File: config.mk
export PLATFORM = sky130hd
export DESIGN_NAME = seq_det_scheduler
export DESIGN_NICKNAME = d
export VERILOG_FILES = /design/src/rtl/seq_det_scheduler.sv
export SDC_FILE = /design/constraint.sdc
export NUM_CORES = 1
export LEC_CHECK = 0
export CAP_MARGIN = 15
export CORE_ASPECT_RATIO = 2
export CORE_UTILIZATION = 58
export DETAILED_ROUTE_END_ITERATION = 12
export PLACE_DENSITY_LB_ADDON = 0.2
export RECOVER_POWER = 100
export SLEW_MARGIN = 30
export SYNTH_ARGS = -nofsm -noshare
export SYNTH_HDL_FRONTEND = slang
export SYNTH_SLANG_ARGS = --single-unit
File: constraint.sdc
create_clock -name clk -period 4 [get_ports clk]
set_clock_uncertainty 0.1 [all_clocks]
set_input_delay 0.4 -clock clk [delete_from_list [all_inputs] [get_ports clk]]
set_output_delay 0.4 -clock clk [all_outputs]
set_load 0.1 [all_outputs]
File: src/rtl/seq_det_scheduler.sv
// Shares one Mealy "11010" detector across NUM_CH serial channels with per-channel saved state,
// a round-robin grant, tagged match pulses and saturating counters.
// Define SEQ_SCHED_FIXED_PRIO_EN for a lowest-index-wins grant instead of round-robin.
module seq_det_scheduler #(
  parameter int unsigned NUM_CH = 4,
  parameter int unsigned CNT_W  = 8
) (
  input  logic                      clk,
  input  logic                      reset_n,
  input  logic [NUM_CH-1:0]         ch_valid,
  input  logic [NUM_CH-1:0]         ch_bit,
  output logic [NUM_CH-1:0]         ch_ready,
  output logic                      match_valid,
  output logic [$clog2(NUM_CH)-1:0] match_ch,
  input  logic [$clog2(NUM_CH)-1:0] cnt_sel,
  input  logic                      cnt_clear,
  output logic [CNT_W-1:0]          cnt_value
);

  localparam int unsigned IdxW = $clog2(NUM_CH);

  typedef enum logic [2:0] {
    StS0 = 3'd0,
    StS1 = 3'd1,
    StS2 = 3'd2,
    StS3 = 3'd3,
    StS4 = 3'd4
  } state_e;

  state_e           ctx_q [NUM_CH];
  logic [CNT_W-1:0] cnt_q [NUM_CH];

  logic            gnt_found;
  logic [IdxW-1:0] gnt_idx;
  state_e          cur_state;
  state_e          nxt_state;
  logic            cur_bit;
  logic            hit;
  logic            match_now;
  logic            match_valid_q;
  logic [IdxW-1:0] match_ch_q;

`ifdef SEQ_SCHED_FIXED_PRIO_EN
  // Scan from the top so the lowest requesting index is the last one written.
  always_comb begin
    gnt_found = 1'b0;
    gnt_idx   = '0;
    for (int i = int'(NUM_CH) - 1; i >= 0; i--) begin
      if (ch_valid[i]) begin
        gnt_found = 1'b1;
        gnt_idx   = IdxW'(i);
      end
    end
  end
`else
  logic [IdxW-1:0] ptr_q;
  logic [IdxW-1:0] cand;

  // Search ptr+1, ptr+2, ... wrapping, so the last winner has lowest priority.
  always_comb begin
    gnt_found = 1'b0;
    gnt_idx   = '0;
    cand      = '0;
    for (int unsigned k = 1; k <= NUM_CH; k++) begin
      cand = IdxW'((32'(ptr_q) + k) % NUM_CH);
      if (!gnt_found && ch_valid[cand]) begin
        gnt_found = 1'b1;
        gnt_idx   = cand;
      end
    end
  end
`endif

  always_comb begin
    ch_ready = '0;
    if (gnt_found) begin
      ch_ready[gnt_idx] = 1'b1;
    end
  end

  assign cur_state = ctx_q[gnt_idx];
  assign cur_bit   = ch_bit[gnt_idx];

  always_comb begin
    nxt_state = StS0;
    hit       = 1'b0;
    case (cur_state)
      StS0: nxt_state = cur_bit ? StS1 : StS0;
      StS1: nxt_state = cur_bit ? StS2 : StS0;
      StS2: nxt_state = cur_bit ? StS2 : StS3;
      StS3: nxt_state = cur_bit ? StS4 : StS0;
      StS4: begin
        nxt_state = cur_bit ? StS2 : StS0;
        hit       = !cur_bit;
      end
      default: nxt_state = StS0;
    endcase
  end

  assign match_now = gnt_found & hit;

  always_ff @(posedge clk or negedge reset_n) begin
    if (!reset_n) begin
      for (int i = 0; i < int'(NUM_CH); i++) begin
        ctx_q[i] <= StS0;
        cnt_q[i] <= '0;
      end
      match_valid_q <= 1'b0;
      match_ch_q    <= '0;
`ifndef SEQ_SCHED_FIXED_PRIO_EN
      ptr_q         <= IdxW'(NUM_CH - 1);
`endif
    end else begin
      if (gnt_found) begin
        ctx_q[gnt_idx] <= nxt_state;
      end
      // Clear beats a same-cycle increment on the same channel.
      for (int i = 0; i < int'(NUM_CH); i++) begin
        if (cnt_clear && (cnt_sel == IdxW'(i))) begin
          cnt_q[i] <= '0;
        end else if (match_now && (gnt_idx == IdxW'(i)) && (cnt_q[i] != '1)) begin
          cnt_q[i] <= cnt_q[i] + CNT_W'(1);
        end
      end
      match_valid_q <= match_now;
      if (match_now) begin
        match_ch_q <= gnt_idx;
      end
`ifndef SEQ_SCHED_FIXED_PRIO_EN
      if (gnt_found) begin
        ptr_q <= gnt_idx;
      end
`endif
    end
  end

  always_comb begin
    cnt_value = '0;
    for (int i = 0; i < int'(NUM_CH); i++) begin
      if (cnt_sel == IdxW'(i)) begin
        cnt_value = cnt_q[i];
      end
    end
  end

  assign match_valid = match_valid_q;
  assign match_ch    = match_ch_q;

endmodule

==> summary.md, run 1 <==
| Metric | Value |
|---|---|
| Outcome | `complete, but fails checks` |
| Failing checks | `capacitance limit, slew limit` |
| Die ar. | `5570 um2` |
| Placed cell count | `383` |
| Initial DRC count | `86` |
| Die Y | `105 um` |
| Vias per cell | `6.73` |
| Synth cell types | `53` |
| Root Buffer Master | `clkbuf_8` |
| Mean post-synth cell area | `9.86 um2` |
| Starting density of the core | `59.9%` |
| Final core utilization | `66.0%` |
| Hold Fails Final Rpt | `0` |
| Wire per inst | `19.6 um` |
| Max cap viols | `1` |
| CP Capture Type | `flip-flop` |
| Sequential element share of the synthesized area | `40.3%` |
| Post-DP Area | `3320 um2` |
| Post-CTS Hold Buffers | `0` |
| Largest net degree at the start of global routing | `62` |
| Die X | `53.3 um` |
| HPWL after detailed placement | `5770 um` |
| Ant. Diodes | `0` |
| Hold WC Path Type | `reg -> reg` |
| Synth top area share | `38.6%` |
| Final min period | `3690 ps` |
| Pre-CTS setup slack | `53.3 ps` |
| Kind of critical path | `reg -> reg` |
| Final Setup Violations | `0` |
| PwrDens | `524 nW/um2` |
| CORE AREA | `5090 um2` |
| IO Port Bufs | `27` |
| Critical Path RT | `4130 ps` |
| Setup ws final | `314 ps` |
| Clock Latency Late Sink | `310 ps` |
| Global-route wire length before repair | `12300 um` |
| Non-Filler Instances | `391` |
| Vias in the first global route | `2572` |
| H-tree Lvls | `2` |
| Layout area overhead | `10.2%` |
| CP Launch Type | `flip-flop` |
| Top cells by area, synth | `dfrtp_1, mux4_2, a21oi_1, o31ai_1, mux2i_1` |
| Max stage delay on crit path | `800 ps` |
| Slowest-stage cell, CP | `dfstp_1` |
| Worst Path Arrival | `3810 ps` |
| Maximum fanout along the worst path | `61` |
| Rows | `37` |
| Layout cells sized above 1 | `13.5%` |
| Yosys reg bits | `49` |
| P_leak | `0.00143 uW` |
| Worst slew pin tran | `2570 ps` |
| Top delay family on crit path | `simple AND/OR/NAND/NOR gates` |
| Post-CTS setup buffer count | `0` |
| Mapped Area | `3050 um2` |
| Gp weighted congestion | `0.804` |
| RSZ-0062 raised after global routing | `false` |
| Yosys warning count | `0` |
| Asr flop ratio synth | `100%` |
| Total track usage | `30.9%` |
| Congestion Overflow GR | `0` |
| Cell taking the most area after synthesis | `dfrtp_1` |
| TritonCTS clock tree | `yes` |
| TritonRoute pass-1 iters | `4` |
| Max Freq | `271 MHz` |
| Initial antenna violation count | `0` |
| Post-Syn Instances | `309` |
| # DRC | `0` |
| CTS-repair resized insts | `0` |
| Via count | `2630` |
| Post-Syn Nets | `326` |
| CTS Buf Count | `5` |
| Total clock sinks | `49` |
| Finished Cell Area | `3360 um2` |
| Ports | `28` |
| Detailed-route wire length | `7660 um` |
| Worst-path clk slew | `80 ps` |
| Nets | `349` |
| Max IR drop VDD | `0.339 mV` |
| Antenna-violating nets left | `0` |
| CP Cell Sequence | `nand3b_2, a31oi_2, mux2i_1, a32oi_1, or4b_1, buf_4, or4_1, a21oi_1` |
| Buf/Inv on CP | `1` |
| Final TNS setup | `0 ps` |
| Max Buffers Root-to-Sink | `2` |
| Ys flop type | `dfrtp_1` |
| Rel. slew slack | `-71.5%` |
| Period utilisation layout | `92.2%` |
| Max Slew Vio Count | `50` |
| Post-synth EDFFs | `0` |
==> Yosys cell counts (3+ instances only) <==
cell	number
dfrtp_1	47
inv_1	11
ha_1	4
o21ai_0	14
nor2_1	9
or4_1	16
a21oi_1	34
mux2i_1	13
buf_2	3
o31ai_1	19
a21o_1	3
or3_1	11
nand4_1	6
mux4_2	8
buf_6	3
nand3_1	18
mux2_2	9
nand2_1	19
and3_1	11
clkbuf_1	9
nand2b_1	3
buf_1	3
==> metal layers <==
metal	track usage (%)	part of all wire, %	up-vias
met2	56.0	57	84
li1	-	-	1223
met4	16.2	4.6	0
met5	0	0	-
met3	3.51	4.1	23
met1	32.1	34	1300
==> where the power goes <==
| part | internal, uW | switching [uW] |
|---|---|---|
| Clock | 156 | 159 |
| Sequential | 579 | 77.2 |
| Combinational | 269 | 520 |
| Total | 1000 | 757 |
==> state kept, by name, summed over array words and instances, names as in the netlist <==
| signal | flops |
|---|---|
| ptr_q | 2 |
| ctx_q | 12 |
| cnt_q | 32 |
| match_ch | 2 |
| match_valid | 1 |
==> worst min-delay path: stages, from the launching register on <==
cell and delay [ps]:
dfrtp_1 360, nand2_1 50, nand2_1 60
==> cell type report <==
class	count	area (um2)
fill	454	1730
clock buffer	7	96.3
multi-input combinational	229	1670
inverter	12	45.0
clock inverter	1	5.00
tap	58	72.6
sequential	49	1230
timing repair buffer	35	243
==> final timing paths <==
check,startpoint,endpoint,slack (ps),cells after the start
worst min-delay path,match_ch[0],match_ch[0],400,2
worst min register to register,match_ch[0],match_ch[0],400,2
min in group asynchronous,reset_n,cnt_q[20],800,1
worst max-delay path,ptr_q[1],cnt_q[27],310,8
max in group asynchronous,reset_n,cnt_q[28],1550,1
worst max register to register,ptr_q[1],cnt_q[27],310,8
==> cell usage in the layout (no fill, tap or decap), types with 6 or more instances in the layout <==
master,instances
nand3_1,18
inv_1,11
mux2i_1,13
clkdlybuf4s50_1,10
dfrtp_1,47
a21oi_1,34
mux4_2,8
and3_1,11
clkbuf_8,7
o31ai_1,19
clkbuf_1,14
o21ai_0,14
nand4_1,6
nand2_1,19
or4_1,16
or3_1,11
nor2_1,9
buf_4,8
mux2_2,9
==> logic make-up after synthesis <==
kind of cell    Yosys count  share of synthesized area, %
compound gates           89                          19.0
mux                      31                          14.2
simple gates            103                          19.4
fa+ha+maj                 4                          1.64
buf+inv                  31                          4.80
flops                    49                          40.3
xor+xnor                  2                         0.575
==> stage by stage <==
step	hold WS, ps	total power, uW
2_1_floorplan	4.41	1280
3_3_place_gp	378	1460
3_5_place_dp	354	1490
4_1_cts	22.3	1800
5_1_grt	425	1860
6_report	397	1760
(Power assumes the default switching activity.)
==> run 2: changes to the inputs <==
Settings changed: ABC_AREA set to 1.
==> summary.md, run 2 <==
| Metric | Value |
|---|---|
| Vias per cell | `5.66 (was 6.73)` |
| Slowest-stage cell, CP | `dfstp_1 (unchanged)` |
| Die X | `55.7 um (was 53.3 um)` |
| Die Y | `109 um (was 105 um)` |
| CP Capture Type | `output pin (was flip-flop)` |
| NetSw | `1870 uW (was 757 uW)` |
| Nets | `511 (was 349)` |
| Initial DRC count | `135 (was 86)` |
| Internal power | `1210 uW (was 1000 uW)` |
| Rows | `38 (was 37)` |
| CP Cell Sequence | `inv_6, nand2_1, nand2_1, nand2_2, nand2_2, inv_2, nand2_1, o21ai_0, inv_1, nand2_1, nand2_1, inv_1, clkbuf_2 (was nand3b_2, a31oi_2, mux2i_1, a32oi_1, or4b_1, buf_4, or4_1, a21oi_1)` |
| Post-Syn Nets | `483 (was 326)` |
| Hold_sp | `ctx_q[3] (was match_ch[0])` |
| Final Setup Violations | `0 (unchanged)` |
| Largest net degree at the start of global routing | `50 (was 62)` |
| TritonCTS clock tree | `yes (unchanged)` |
| Commonest non-fill, non-tap cell in the layout | `nand2_1 (was dfrtp_1)` |
| Max IR drop VDD | `1.09 mV (was 0.339 mV)` |
| Largest family of logic cells by synthesized area | `simple AND/OR/NAND/NOR gates (unchanged)` |
| H-tree Lvls | `2 (unchanged)` |
| Ys flop type | `dfrtp_1 (unchanged)` |
| Ports | `28 (unchanged)` |
| Antenna-violating nets left | `0 (unchanged)` |
| Post-Synth XOR/XNOR Area | `5.49% (was 0.575%)` |
| Period utilisation layout | `85.6% (was 92.2%)` |
| Failing checks | `capacitance limit, slew limit (unchanged)` |
| Clock power frac | `9.6% (was 17.9%)` |
| HPWL after detailed placement | `6210 um (was 5770 um)` |
| CP most frequent cell | `nand2_1` |
| IO Port Bufs | `27 (unchanged)` |
| Post-CTS Hold Buffers | `0 (unchanged)` |
| Mean post-synth cell area | `7.19 um2 (was 9.86 um2)` |
| Area of the multi-input gates | `1850 um2 (was 1670 um2)` |
| CORE AREA | `5520 um2 (was 5090 um2)` |
| Gp weighted congestion | `0.909 (was 0.804)` |
| Worst-path clk slew | `80 ps (about the same)` |
| Logic pwr share | `68.2% (was 44.8%)` |
| Critical Path RT | `3500 ps (was 4130 ps)` |
| TritonRoute pass-1 iters | `5 (was 4)` |
| Total track usage | `28.2% (was 30.9%)` |
| Layout cells sized above 1 | `8.30% (was 13.5%)` |
| M1 GR Usage | `28.3% (was 32.1%)` |
| Reg2Reg Depth | `17 (was 8)` |
| Hold depth | `2 (unchanged)` |
| Sw frac | `60.8% (was 43.0%)` |
| Synth cell types | `30 (was 53)` |
| Vias in the first global route | `2971 (was 2572)` |
| Detailed-route wire length | `8030 um (was 7660 um)` |
| Outcome | `complete, but fails checks (unchanged)` |
| Max cap viols | `1 (unchanged)` |
| Met2 Resource Use GR | `52.2% (was 56.0%)` |
| Post-synthesis mux area share | `0% (was 14.2%)` |
| M3 GR Usage | `3.88% (was 3.51%)` |
| Setup ws final | `578 ps (was 314 ps)` |
| Hold Fails Final Rpt | `0 (unchanged)` |
| Sequential element share of the synthesized area | `36.7% (was 40.3%)` |
| Top cells by area, synth | `dfrtp_1, nand2_1, nand3_1, inv_1, xor2_1 (was dfrtp_1, mux4_2, a21oi_1, o31ai_1, mux2i_1)` |
| Register with the most flip-flops | `cnt_q (unchanged)` |
| PwrDens | `842 nW/um2 (was 524 nW/um2)` |
| Max stage delay on crit path | `750 ps (was 800 ps)` |
| P_leak | `0.00209 uW (was 0.00143 uW)` |
| Die ar. | `6100 um2 (was 5570 um2)` |
| Hold WC Path Type | `reg -> reg (unchanged)` |
| CP Launch Type | `flip-flop (unchanged)` |
| Root Buffer Master | `clkbuf_8 (unchanged)` |
| Worst slew pin tran | `2660 ps (was 2570 ps)` |
| RSZ-0062 raised after global routing | `false (unchanged)` |
| Ant. Diodes | `0 (unchanged)` |
| Max Buffers Root-to-Sink | `2 (unchanged)` |
| Global-route wire length before repair | `13200 um (was 12300 um)` |
| Simple-Gate Fraction of Synth Area | `44.2% (was 19.4%)` |
| Post-DP Area | `3620 um2 (was 3320 um2)` |
| Pre-CTS setup slack | `949 ps (was 53.3 ps)` |
| Synth cell count leaders | `nand2_1, nand3_1, inv_1 (was dfrtp_1, a21oi_1, nand2_1, o31ai_1, nand3_1)` |
| Max Freq | `292 MHz (was 271 MHz)` |
| Largest register FFs | `32 (unchanged)` |
| Post-synth EDFFs | `0 (unchanged)` |
| CTS-repair resized insts | `0 (unchanged)` |
| FF/Latch Area | `1230 um2 (unchanged)` |
| Largest regs | `cnt_q x32, ctx_q x12 (unchanged)` |
| Initial antenna violation count | `0 (unchanged)` |
| Final TNS setup | `0 ps (unchanged)` |
| Final min period | `3420 ps (was 3690 ps)` |
| Yosys warning count | `0 (unchanged)` |
| Maximum fanout along the worst path | `8 (was 61)` |
| Max Slew Vio Count | `50 (unchanged)` |
| Yosys reg bits | `49 (unchanged)` |
| Worst R2R Setup Slack | `750 ps (was 310 ps)` |
| Post-CTS setup buffer count | `0 (unchanged)` |
| Congestion Overflow GR | `0 (unchanged)` |
| Total clock sinks | `49 (unchanged)` |
| Rel. slew slack | `-77.0% (was -71.5%)` |
| Sequential share of power | `22.2% (was 37.2%)` |
| Synth top area share | `35.1% (was 38.6%)` |
| CTS Buf Count | `5 (unchanged)` |
| Wire per inst | `14.5 um (was 19.6 um)` |
| Asr flop ratio synth | `100% (unchanged)` |
| Most frequent cells in the layout | `nand2_1, nand3_1, inv_1, dfrtp_1, nor2_1 (was dfrtp_1, a21oi_1, nand2_1, o31ai_1, nand3_1)` |
| Via count | `3136 (was 2630)` |
| # DRC | `0 (unchanged)` |
| Clock Latency Late Sink | `310 ps (about the same)` |
| Post-synthesis adder-cell area fraction | `1.49% (was 1.64%)` |
| FILL cells | `486 (was 454)` |
| Cell taking the most area after synthesis | `dfrtp_1 (unchanged)` |
| Layout area overhead | `9.19% (was 10.2%)` |
| Kind of critical path | `reg -> out (was reg -> reg)` |
| Mapped Area | `3350 um2 (was 3050 um2)` |
| Layer with the highest usage | `met2 (unchanged)` |
| Compound-cell area share of the yosys netlist | `4.22% (was 19.0%)` |
| Worst Path Arrival | `2920 ps (was 3810 ps)` |
| Post-Syn Instances | `466 (was 309)` |
| Crit path from | `ptr_q[0] (was ptr_q[1])` |
| Finished Cell Area | `3660 um2 (was 3360 um2)` |
| RR Startpoint | `ptr_q[0] (was ptr_q[1])` |
| Most frequent cell after synthesis | `nand2_1 (was dfrtp_1)` |
| Starting density of the core | `60.8% (was 59.9%)` |
-- run 2: cell count changes after synthesis, moves of 18 or more --
| cell | before | now |
|---|---|---|
| nand3_1 | 18 | 84 |
| nand2_1 | 19 | 152 |
| inv_1 | 11 | 53 |
| xor2_1 | 1 | 20 |
| a21oi_1 | 34 | 6 |
| o31ai_1 | 19 | 0 |
| nor2_1 | 9 | 27 |
-- run 2: worst paths after layout --
check                              endpoint
worst max-delay path            ch_ready[3]
worst min-delay path               ctx_q[3]
worst max register to register     cnt_q[9]
worst min register to register     ctx_q[3]
max in group asynchronous         cnt_q[24]
min in group asynchronous         cnt_q[15]
-- run 2: logic make-up after synthesis --
group	count (synthesis)
and+or+nand+nor	304
DFF	49
xor gates and xnor gates	21
adders and majority gates	4
buffers and inverters	64
AOI/OAI and AO/OA	24
-- run 2: power groups by stage --
stage                     registers (uW)  logic (uW)  clock network (uW)
final                                684        2100                 295
after global placement               690        2110                   0
after CTS                            683        2130                 300
after detailed placement             692        2130                   0
after global routing                 690        2280                 320
after floorplan                      729        1720                   0
-- run 2: metal layers --
layer	routed length, um	up-vias	share of wire (%)
met3	284	35	3.5
met4	507	0	6.3
met2	4290	96	53
li1	-	1550	-
met5	0	-	0
met1	2950	1455	37
-- run 2: cell type report --
class | count | share of cell area, %
tap | 60 | 2.05
multi-input combinational | 353 | 50.5
sequential | 49 | 33.6
clock buffer | 7 | 2.36
timing repair buffer | 27 | 5.37
inverter | 58 | 6.09
-- run 2: per-stage QoR --
stage	hold WS [ps]	utilization (%)	std cells	total power, uW
after floorplan	4.41	-	466	2450
after global placement	376	65.6	547	2800
after detailed placement	365	65.7	547	2820
after CTS	26.4	67.2	554	3120
after global routing	407	66.3	554	3290
final	385	66.3	554	3080
-- run 2: worst max-delay path: cells and delay by family, from the launching register on --
family	cells	cell delay, ps
simple gates	7	800
buf+inv	5	900
flops	1	750
compound gates	1	160
